`src/rtl/mem_pkg.sv`:
```
// Shared types and widths for the memory request scheduler.
//   ADDR_W / DATA_W : request address and data widths
//   state_t         : scheduler FSM states
//   req_t           : one queued host request {wr, addr, wdata}
package mem_pkg;

  localparam int ADDR_W = 16;
  localparam int DATA_W = 32;

  typedef enum logic [1:0] {
    S_IDLE    = 2'd0,
    S_ISSUE   = 2'd1,
    S_RD_WAIT = 2'd2,
    S_GAP     = 2'd3
  } state_t;

  typedef struct packed {
    logic              wr;
    logic [ADDR_W-1:0] addr;
    logic [DATA_W-1:0] wdata;
  } req_t;

endpackage

```
`src/rtl/mem_req_fifo.sv`:
```
// In-order request FIFO.
//   clk, rst        : clock, async active-high reset (empties the queue)
//   push, push_data : enqueue when !full
//   pop             : dequeue head when !empty
//   head            : current head entry (combinational)
//   full, empty     : occupancy flags
module mem_req_fifo
  import mem_pkg::*;
#(
  parameter int DEPTH = 4
) (
  input  logic clk,
  input  logic rst,
  input  logic push,
  input  req_t push_data,
  input  logic pop,
  output req_t head,
  output logic full,
  output logic empty
);

  localparam int AW = $clog2(DEPTH);

  req_t       mem [DEPTH];
  logic [AW:0] wr_ptr, rd_ptr;

  // Extra MSB on each pointer separates full from empty when indices match.
  assign empty = (wr_ptr == rd_ptr);
  assign full  = (wr_ptr[AW] != rd_ptr[AW]) && (wr_ptr[AW-1:0] == rd_ptr[AW-1:0]);
  assign head  = mem[rd_ptr[AW-1:0]];

  always_ff @(posedge clk or posedge rst) begin
    if (rst) begin
      wr_ptr <= '0;
      rd_ptr <= '0;
    end else begin
      // full is the start-of-cycle flag, so a same-cycle pop never frees room for a push
      if (push && !full) wr_ptr <= wr_ptr + 1'b1;
      if (pop && !empty) rd_ptr <= rd_ptr + 1'b1;
    end
  end

  always_ff @(posedge clk) begin
    if (push && !full) mem[wr_ptr[AW-1:0]] <= push_data;
  end

endmodule

```
`src/rtl/mem_req_sched.sv`:
```
// Memory request scheduler: queues host read/write requests and issues them
// one at a time to a memory controller, with a read timeout and an enforced
// idle gap after every command.
//   clk, rst                         : clock, async active-high reset
//   req_vld/req_rdy/req_wr/addr/wdata: host request channel
//   rsp_vld/rsp_rdata/rsp_err        : read response pulse (err = timed out)
//   wr_ack                           : write-issued pulse
//   cmd_n/RDnWR/Data_in_vld/Addr_in/Data_in : controller command side
//   Data_out/data_out_vld            : controller read data return
module mem_req_sched
  import mem_pkg::*;
#(
  parameter int DEPTH   = 4,
  parameter int GAP_CYC = 4,
  parameter int TIMEOUT = 64
) (
  input  logic              clk,
  input  logic              rst,
  input  logic              req_vld,
  output logic              req_rdy,
  input  logic              req_wr,
  input  logic [ADDR_W-1:0] req_addr,
  input  logic [DATA_W-1:0] req_wdata,
  output logic              rsp_vld,
  output logic [DATA_W-1:0] rsp_rdata,
  output logic              rsp_err,
  output logic              wr_ack,
  output logic              cmd_n,
  output logic              RDnWR,
  output logic              Data_in_vld,
  output logic [ADDR_W-1:0] Addr_in,
  output logic [DATA_W-1:0] Data_in,
  input  logic [DATA_W-1:0] Data_out,
  input  logic              data_out_vld
);

  localparam int CNT_W = ($clog2(TIMEOUT + 1) > 7) ? $clog2(TIMEOUT + 1) : 7;
  localparam int GAP_W = (GAP_CYC > 2) ? $clog2(GAP_CYC) : 1;

  state_t             state_q, state_d, after_cmd;
  req_t               req_in, head, hold_q;
  logic               full, empty, pop;
  logic               rdnwr_q;
  logic [CNT_W-1:0]   wait_cnt;
  logic [GAP_W-1:0]   gap_cnt;
  logic               timeout, gap_done;

  assign req_in  = {req_wr, req_addr, req_wdata};
  assign req_rdy = !full;

  mem_req_fifo #(.DEPTH(DEPTH)) u_fifo (
    .clk       (clk),
    .rst       (rst),
    .push      (req_vld),
    .push_data (req_in),
    .pop       (pop),
    .head      (head),
    .full      (full),
    .empty     (empty)
  );

  // wait_cnt is 0 during ISSUE and counts cycles since ISSUE; the timeout
  // response therefore lands exactly TIMEOUT cycles after the command.
  assign timeout   = (wait_cnt == CNT_W'(TIMEOUT - 1));
  assign gap_done  = (gap_cnt == GAP_W'(GAP_CYC - 1));
  assign after_cmd = (GAP_CYC == 0) ? S_IDLE : S_GAP;

  always_comb begin
    state_d = state_q;
    pop     = 1'b0;
    case (state_q)
      S_IDLE: begin
        if (!empty) begin
          pop     = 1'b1;
          state_d = S_ISSUE;
        end
      end
      S_ISSUE:   state_d = hold_q.wr ? after_cmd : S_RD_WAIT;
      S_RD_WAIT: if (data_out_vld || timeout) state_d = after_cmd;
      S_GAP:     if (gap_done) state_d = S_IDLE;
      default:   state_d = S_IDLE;
    endcase
  end

  always_ff @(posedge clk or posedge rst) begin
    if (rst) begin
      state_q   <= S_IDLE;
      hold_q    <= '0;
      rdnwr_q   <= 1'b0;
      wait_cnt  <= '0;
      gap_cnt   <= '0;
      rsp_vld   <= 1'b0;
      rsp_err   <= 1'b0;
      rsp_rdata <= '0;
    end else begin
      state_q <= state_d;
      if (pop) begin
        hold_q  <= head;
        rdnwr_q <= !head.wr;
      end
      if (pop)                                            wait_cnt <= '0;
      else if (state_q == S_ISSUE || state_q == S_RD_WAIT) wait_cnt <= wait_cnt + 1'b1;
      gap_cnt <= (state_q == S_GAP && state_d == S_GAP) ? gap_cnt + 1'b1 : '0;

      rsp_vld <= 1'b0;
      if (state_q == S_RD_WAIT) begin
        // real data wins over a timeout landing in the same cycle
        if (data_out_vld) begin
          rsp_vld   <= 1'b1;
          rsp_err   <= 1'b0;
          rsp_rdata <= Data_out;
        end else if (timeout) begin
          rsp_vld   <= 1'b1;
          rsp_err   <= 1'b1;
          rsp_rdata <= '0;
        end
      end
    end
  end

  // Command outputs decode from the state register and the hold register,
  // so they reach their idle values as soon as reset asserts.
  assign cmd_n       = (state_q != S_ISSUE);
  assign Data_in_vld = (state_q == S_ISSUE) && hold_q.wr;
  assign wr_ack      = (state_q == S_ISSUE) && hold_q.wr;
  assign RDnWR       = rdnwr_q;
  assign Addr_in     = hold_q.addr;
  assign Data_in     = hold_q.wdata;

endmodule

```
`config.mk`:
```
export PLATFORM = sky130hd
export DESIGN_NAME = mem_req_sched
export DESIGN_NICKNAME = d
export VERILOG_FILES = /design/src/rtl/mem_pkg.sv /design/src/rtl/mem_req_fifo.sv /design/src/rtl/mem_req_sched.sv
export SDC_FILE = /design/constraint.sdc
export NUM_CORES = 1
export LEC_CHECK = 0
export ABC_CLOCK_PERIOD_IN_PS = 4180
export CORE_MARGIN = 2
export CORE_UTILIZATION = 40
export DETAILED_ROUTE_END_ITERATION = 12
export PLACE_DENSITY_LB_ADDON = 0.1
export SLEW_MARGIN = 20
export SYNTH_ARGS = -nofsm -noshare
export SYNTH_HDL_FRONTEND = slang
export SYNTH_SLANG_ARGS = --single-unit
export TNS_END_PERCENT = 50
```
`constraint.sdc`:
```
create_clock -name clk -period 4.18 [get_ports clk]
set_input_delay 0.627 -clock clk [delete_from_list [all_inputs] [get_ports clk]]
set_output_delay 0.627 -clock clk [all_outputs]
set_load 0.005 [all_outputs]
```
# Word level (Yosys, flattened, before mapping)
# Memory sizes are Yosys's and may differ from the RTL's.
# Cells that the tools add are included.
[classes]
add_sub_neg = 4
n_mul = 0
n_div = 0
order_cmp = 0
eq_ne = 10
shift = 0
mux = 19
n_bitwise = 0
reduce_logical = 14
[op_table]
columns = ["cell", "n"]
rows = [
  ["$mux 32", 2],
  ["$mux 7", 2],
  ["$mux 1", 10],
  ["$eq 2x2->1 const B", 4],
  ["$mux 2", 4],
  ["$pmux 2 s4", 1],
  ["$add 7x1->7 const B", 1],
  ["$eq 7x6->1 const B", 1],
  ["$add 3x1->3 const B", 2],
  ["$logic_and 1x1->1", 5],
  ["$reduce_bool 2->1", 2],
  ["$eq 3x3->1", 1],
  ["$logic_not 1->1", 3],
  ["$add 2x1->2 const B", 1],
  ["$eq 2x1->1 const B", 1],
  ["$eq 2x2->1", 1],
  ["$logic_not 2->1", 1],
  ["$logic_or 1x1->1", 2],
  ["$ne 2x1->1 const B", 1],
  ["$reduce_and 2->1", 1],
  ["$ne 1x1->1", 1],
]
[totals]
register_bits = 101
latchBits = 0
ramBits = 196
mem_bits_ro = 0
output_inout_bits = 87
elab_cells = 60
mem_count = 1
[mem_list]
columns = ["memory", "words", "word_bits", "read_ports", "rd_ports_with_merged_regs", "wr", "line_no", "source"]
rows = [
  ["u_fifo.mem", 4, 49, 1, 0, 1, "mem_req_fifo.sv:24", "req_t mem [DEPTH];"],
]

# Longest topological paths before layout
[depth]
depth_word = 7
ltp_mapped = 7
ltp_nobuf = 6

# Hierarchy
# From an unflattened synthesis, not the netlist that was laid out.
[hier_totals]
hier_cells = 604
hier_area_um2 = 11621.1
[modules_own_cells]
columns = ["module", "instances", "cells_each", "area_each_um2", "seq_area_each_um2"]
rows = [
  ["mem_req_fifo", 1, 306, 7576.0, 6035.8],
  ["mem_req_sched", 1, 298, 4045.1, 2377.3],
]

# Least setup slack after synthesis
# Ideal clock, no wire load.
[synth_timing]
kind = "register -> register"
start = "reg u_fifo.rd_ptr[1]"
end = "mem u_fifo.mem[3][0] (netlist bit) (enable)"
setup_ps = 413
arrival_time_ps = 2364
required_time_ps = 3767
path_slack_ps = 1402
path_stages_with_launch = 5
synth_period_minus_slack_ps = 2778
cell_sequence = "dfrtp_1 buf_2 xor2_1 o31a_1 and2_1"
[synth_between]
elab_chain_cells = 6
[synth_rtl]
columns = ["item", "line_no", "source"]
rows = [
  ["start, declared", "mem_req_fifo.sv:25", "logic [AW:0] wr_ptr, rd_ptr;"],
  ["start signal, assigned", "mem_req_fifo.sv:39", "if (pop && !empty) rd_ptr <= rd_ptr + 1'b1;"],
  ["$eq 2x2->1", "mem_req_fifo.sv:29", "assign full = (wr_ptr[AW] != rd_ptr[AW]) && (wr_ptr[AW-1:0] == rd_ptr[AW-1:0]);"],
  ["$logic_and 1x1->1", "mem_req_fifo.sv:29", ""],
  ["$logic_not 1->1", "mem_req_fifo.sv:44", "if (push && !full) mem[wr_ptr[AW-1:0]] <= push_data;"],
  ["$logic_and 1x1->1", "mem_req_fifo.sv:44", ""],
  ["$mux 1", "mem_req_fifo.sv:44", ""],
  ["$mux 1 (implied by the code)", "mem_req_fifo.sv:44", ""],
  ["end, declared", "mem_req_fifo.sv:24", ""],
]
# No other way between the ends.

# Worst setup path in the final report
[layout_timing]
start = "reg u_fifo.wr_ptr[1]"
end = "out req_rdy"
[layout_between]
elab_chain_cells = 3
[layout_rtl]
columns = ["item", "line_no", "source"]
rows = [
  ["start, declared", "mem_req_fifo.sv:25", ""],
  ["start signal, assigned", "mem_req_fifo.sv:38", "if (push && !full) wr_ptr <= wr_ptr + 1'b1;"],
  ["$eq 2x2->1", "mem_req_fifo.sv:29", ""],
  ["$logic_and 1x1->1", "mem_req_fifo.sv:29", ""],
  ["$logic_not 1->1", "mem_req_sched.sv:49", "assign req_rdy = !full;"],
  ["end, declared", "mem_req_sched.sv:20", "output logic req_rdy,"],
]
# No other way between the ends.

==> reports/results.tsv <==
metric	value	unit
run status	completed	
CTS sink cnt	297	
Slew Limit Fails	0	
Crit path largest cell delay	0.55	ns
NumNets Final	823	
CTS resizes	0	
core area	28500	µm²
DR WL met3	1340	µm
CTS H-tree lvls	1	
Port Buffers	171	
max_slew headroom	45.6	%
Slew @ Worst Pin	0.816	ns
Worst-path clk slew	0.06	ns
CP Max Fanout	5	
Worst setup EP type	output pin	
total power	0.0107	W
CTS root buf	clkbuf_16	
fin cells	1137	
Area after DPL	13200	µm²
clk buf depth	3	
Syn Area/Cell	19.5	µm²
die height	173	µm
critical path's top delay family	buffers and inverters	
# IOs	172	
vias	5546	
met2 routed WL	10400	µm
first-pass GRT wire length	33800	µm
Met1 Routed Length	9440	µm
Buf/Inv on CP	1	
CP Cell Sequence	xor2_1, or3_1, clkdlybuf4s50_1	
final setup vio count	0	
drc violations	0	
crit path DAT	2.17	ns
postcts setup bufs	0	
Yosys reg bits	297	
initial antenna violation count	1	
synth warn	0	
fill cell count	2371	
Synth Area in XOR/XNOR	1.07	%
Post-CTS Hold Buffers	0	
detailed placement HPWL	12900	µm
Critical Path Source Type	flip-flop	
Final Hold Violating Endpoints	0	
routed wire length	21700	µm
max-cap viol count	0	
Synth Area in Simple Gates	1.81	%
GRT Util Overall	14.4	%
sequential area share after synthesis	73.3	%
CTS Buf Count	31	
post-DR wirelength/cell	19.1	µm
latest clock arrival within the worst-skew pair	0.55	ns
mapped cell area	11500	µm²
grt ovf	0	
leakage	5.21	nW
setup TNS	0	ns
Layout Skew	0.0115	ns
Synth Instances	590	
DR vias/cell	4.88	
ratio of cells with drive above 1 in the final layout	21.3	%
RSZ-0062 raised after global routing	no	
main combinational cell family by area after synthesis	multiplexers	
uppermost routed layer	met4	
Peak VDD IR	0.385	mV
Layout Utilization	50.2	%
Inst Count DP	1077	
Tcrit/Tclk final	66.9	%
Worst Hold Class	reg2reg	
Post-DRT Antenna Nets	0	
vias in the first global route	5956	
upper clock frequency limit	358	MHz
design area	14300	µm²
drt pass-1 iters	4	
Yosys cell types	33	
Min Clock Period, post-route	2.80	ns
Final Wtd Congestion	0.758	
Crit Path Class	reg2out	
Die Area	30100	µm²
PD cells	750	nW/µm²
Req. time, crit path	3.55	ns
CTS tree	yes	
syn_nets	687	
post-synthesis mux area share	14.5	%
Synth Area in Compound Gates	3.25	%
die width	173	µm
CP max stage cell	clkdlybuf4s50_1	
Initial Utilization	40.3	%
First DRT Iteration DRCs	277	
Synth Area in Adders	1.31	%
largest net degree at the start of global routing	61	
Area Overhead vs Synth	24.4	%
# rows	62	
final timing paths:
check,to,from,cells after the start,slack (ns)
setup / recovery,req_rdy,u_fifo.wr_ptr[1],3,1.38
hold / removal,Addr_in[2],Addr_in[2],1,0.49
setup reg to reg,u_fifo.mem[1][9],u_fifo.wr_ptr[1],3,1.81
hold reg to reg,Addr_in[2],Addr_in[2],1,0.49
max in group asynchronous,rsp_err,rst,3,2.76
min in group asynchronous,rsp_rdata[21],rst,2,0.59
layer usage:
metal / GRT usage, % / vias up
li1: - / 2507
met1: 19.1 / 2831
met2: 23.6 / 172
met3: 3.64 / 36
met4: 4.27 / 0
met5: 0 / -
where the power goes:
group	internal, W	total (W)	switching (W)	leakage, nW
clock network	0.00166	0.00275	0.00108	0.519
registers	0.00411	0.00447	0.000360	3.02
logic	0.00198	0.00350	0.00152	1.67
total	0.00775	0.0107	0.00296	5.21
through the flow:
stage	worst slack, ns	hold slack [ns]
final	1.38	0.493
after global routing	1.28	0.510
after CTS	1.37	0.500
after detailed placement	1.65	0.482
after global placement	1.65	0.476
after floorplan	0.906	0.442
registers in the layout (all words and copies together), names as in the netlist:
register	count
hold_q	1
state_q	2
Data_in	32
RDnWR	1
u_fifo.rd_ptr	3
rsp_rdata	32
Addr_in	16
gap_cnt	2
u_fifo.mem	196
wait_cnt	7
rsp_err	1
rsp_vld	1
u_fifo.wr_ptr	3
cell usage in the layout (no fill, tap or decap), types with 2 or more instances in the layout:
master and instances:
xnor2_1 6, dfrtp_1 99, o21ai_0 2, mux4_2 49
mux2_2 45, diode_2 2, ha_1 12, nand2b_1 2
o31a_1 2, clkdlybuf4s50_1 171, inv_1 8, bufinv_16 3
buf_4 6, edfxtp_1 196, nand2_1 6, nor3_1 2
clkinv_2 8, xor2_1 8, and2_4 4, nor2b_1 3
clkbuf_1 9, nand4_1 3, a31oi_1 2, nor2_1 14
a21oi_1 3, mux2_1 4, a22o_1 32, clkbuf_16 32
clkbuf_8 4
logic make-up after synthesis:
group,count (synthesis)
AO/OA/AOI/OAI,44
XOR/XNOR,14
AND/OR/NAND/NOR,40
adder cells (fa/ha/maj),12
buffers and inverters,84
flip-flops,297
multiplexers,99
synth_stat cells (all sizes together):
master,n,area (µm²)
a31oi,2,12.5
nor2,14,52.6
mux2,49,552
a21o,1,7.51
o31ai,1,21.3
nor3,2,10.0
inv,9,33.8
xnor2,6,52.6
and2,6,37.5
nand2b,2,12.5
mux2i,1,10.0
a31o,1,8.76
mux4,49,1100
ha,12,150
clkbuf,14,52.6
a22o,32,280
xor2,8,70.1
nand4,3,18.8
edfxtp,196,5890
and4bb,1,12.5
nor4,1,6.26
or3,1,6.26
and4b,1,10.0
buf,61,459
dfrtp,101,2530
nand2,6,22.5
a21oi,3,15.0
o21ai,2,10.0
o31a,2,17.5
nor2b,3,18.8
area by class of cell:
type / count / area [µm²] / share of cell area [%]
tap: 384 / 480 / 3.36
clock buffer: 45 / 890 / 6.23
sequential: 297 / 8420 / 58.9
inverter: 9 / 36.3 / 0.254
clock inverter: 13 / 154 / 1.08
timing repair buffer: 178 / 1770 / 12.4
multi-input combinational: 209 / 2530 / 17.7
antenna: 2 / 5.00 / 0.0350
(Power assumes the default switching activity.)
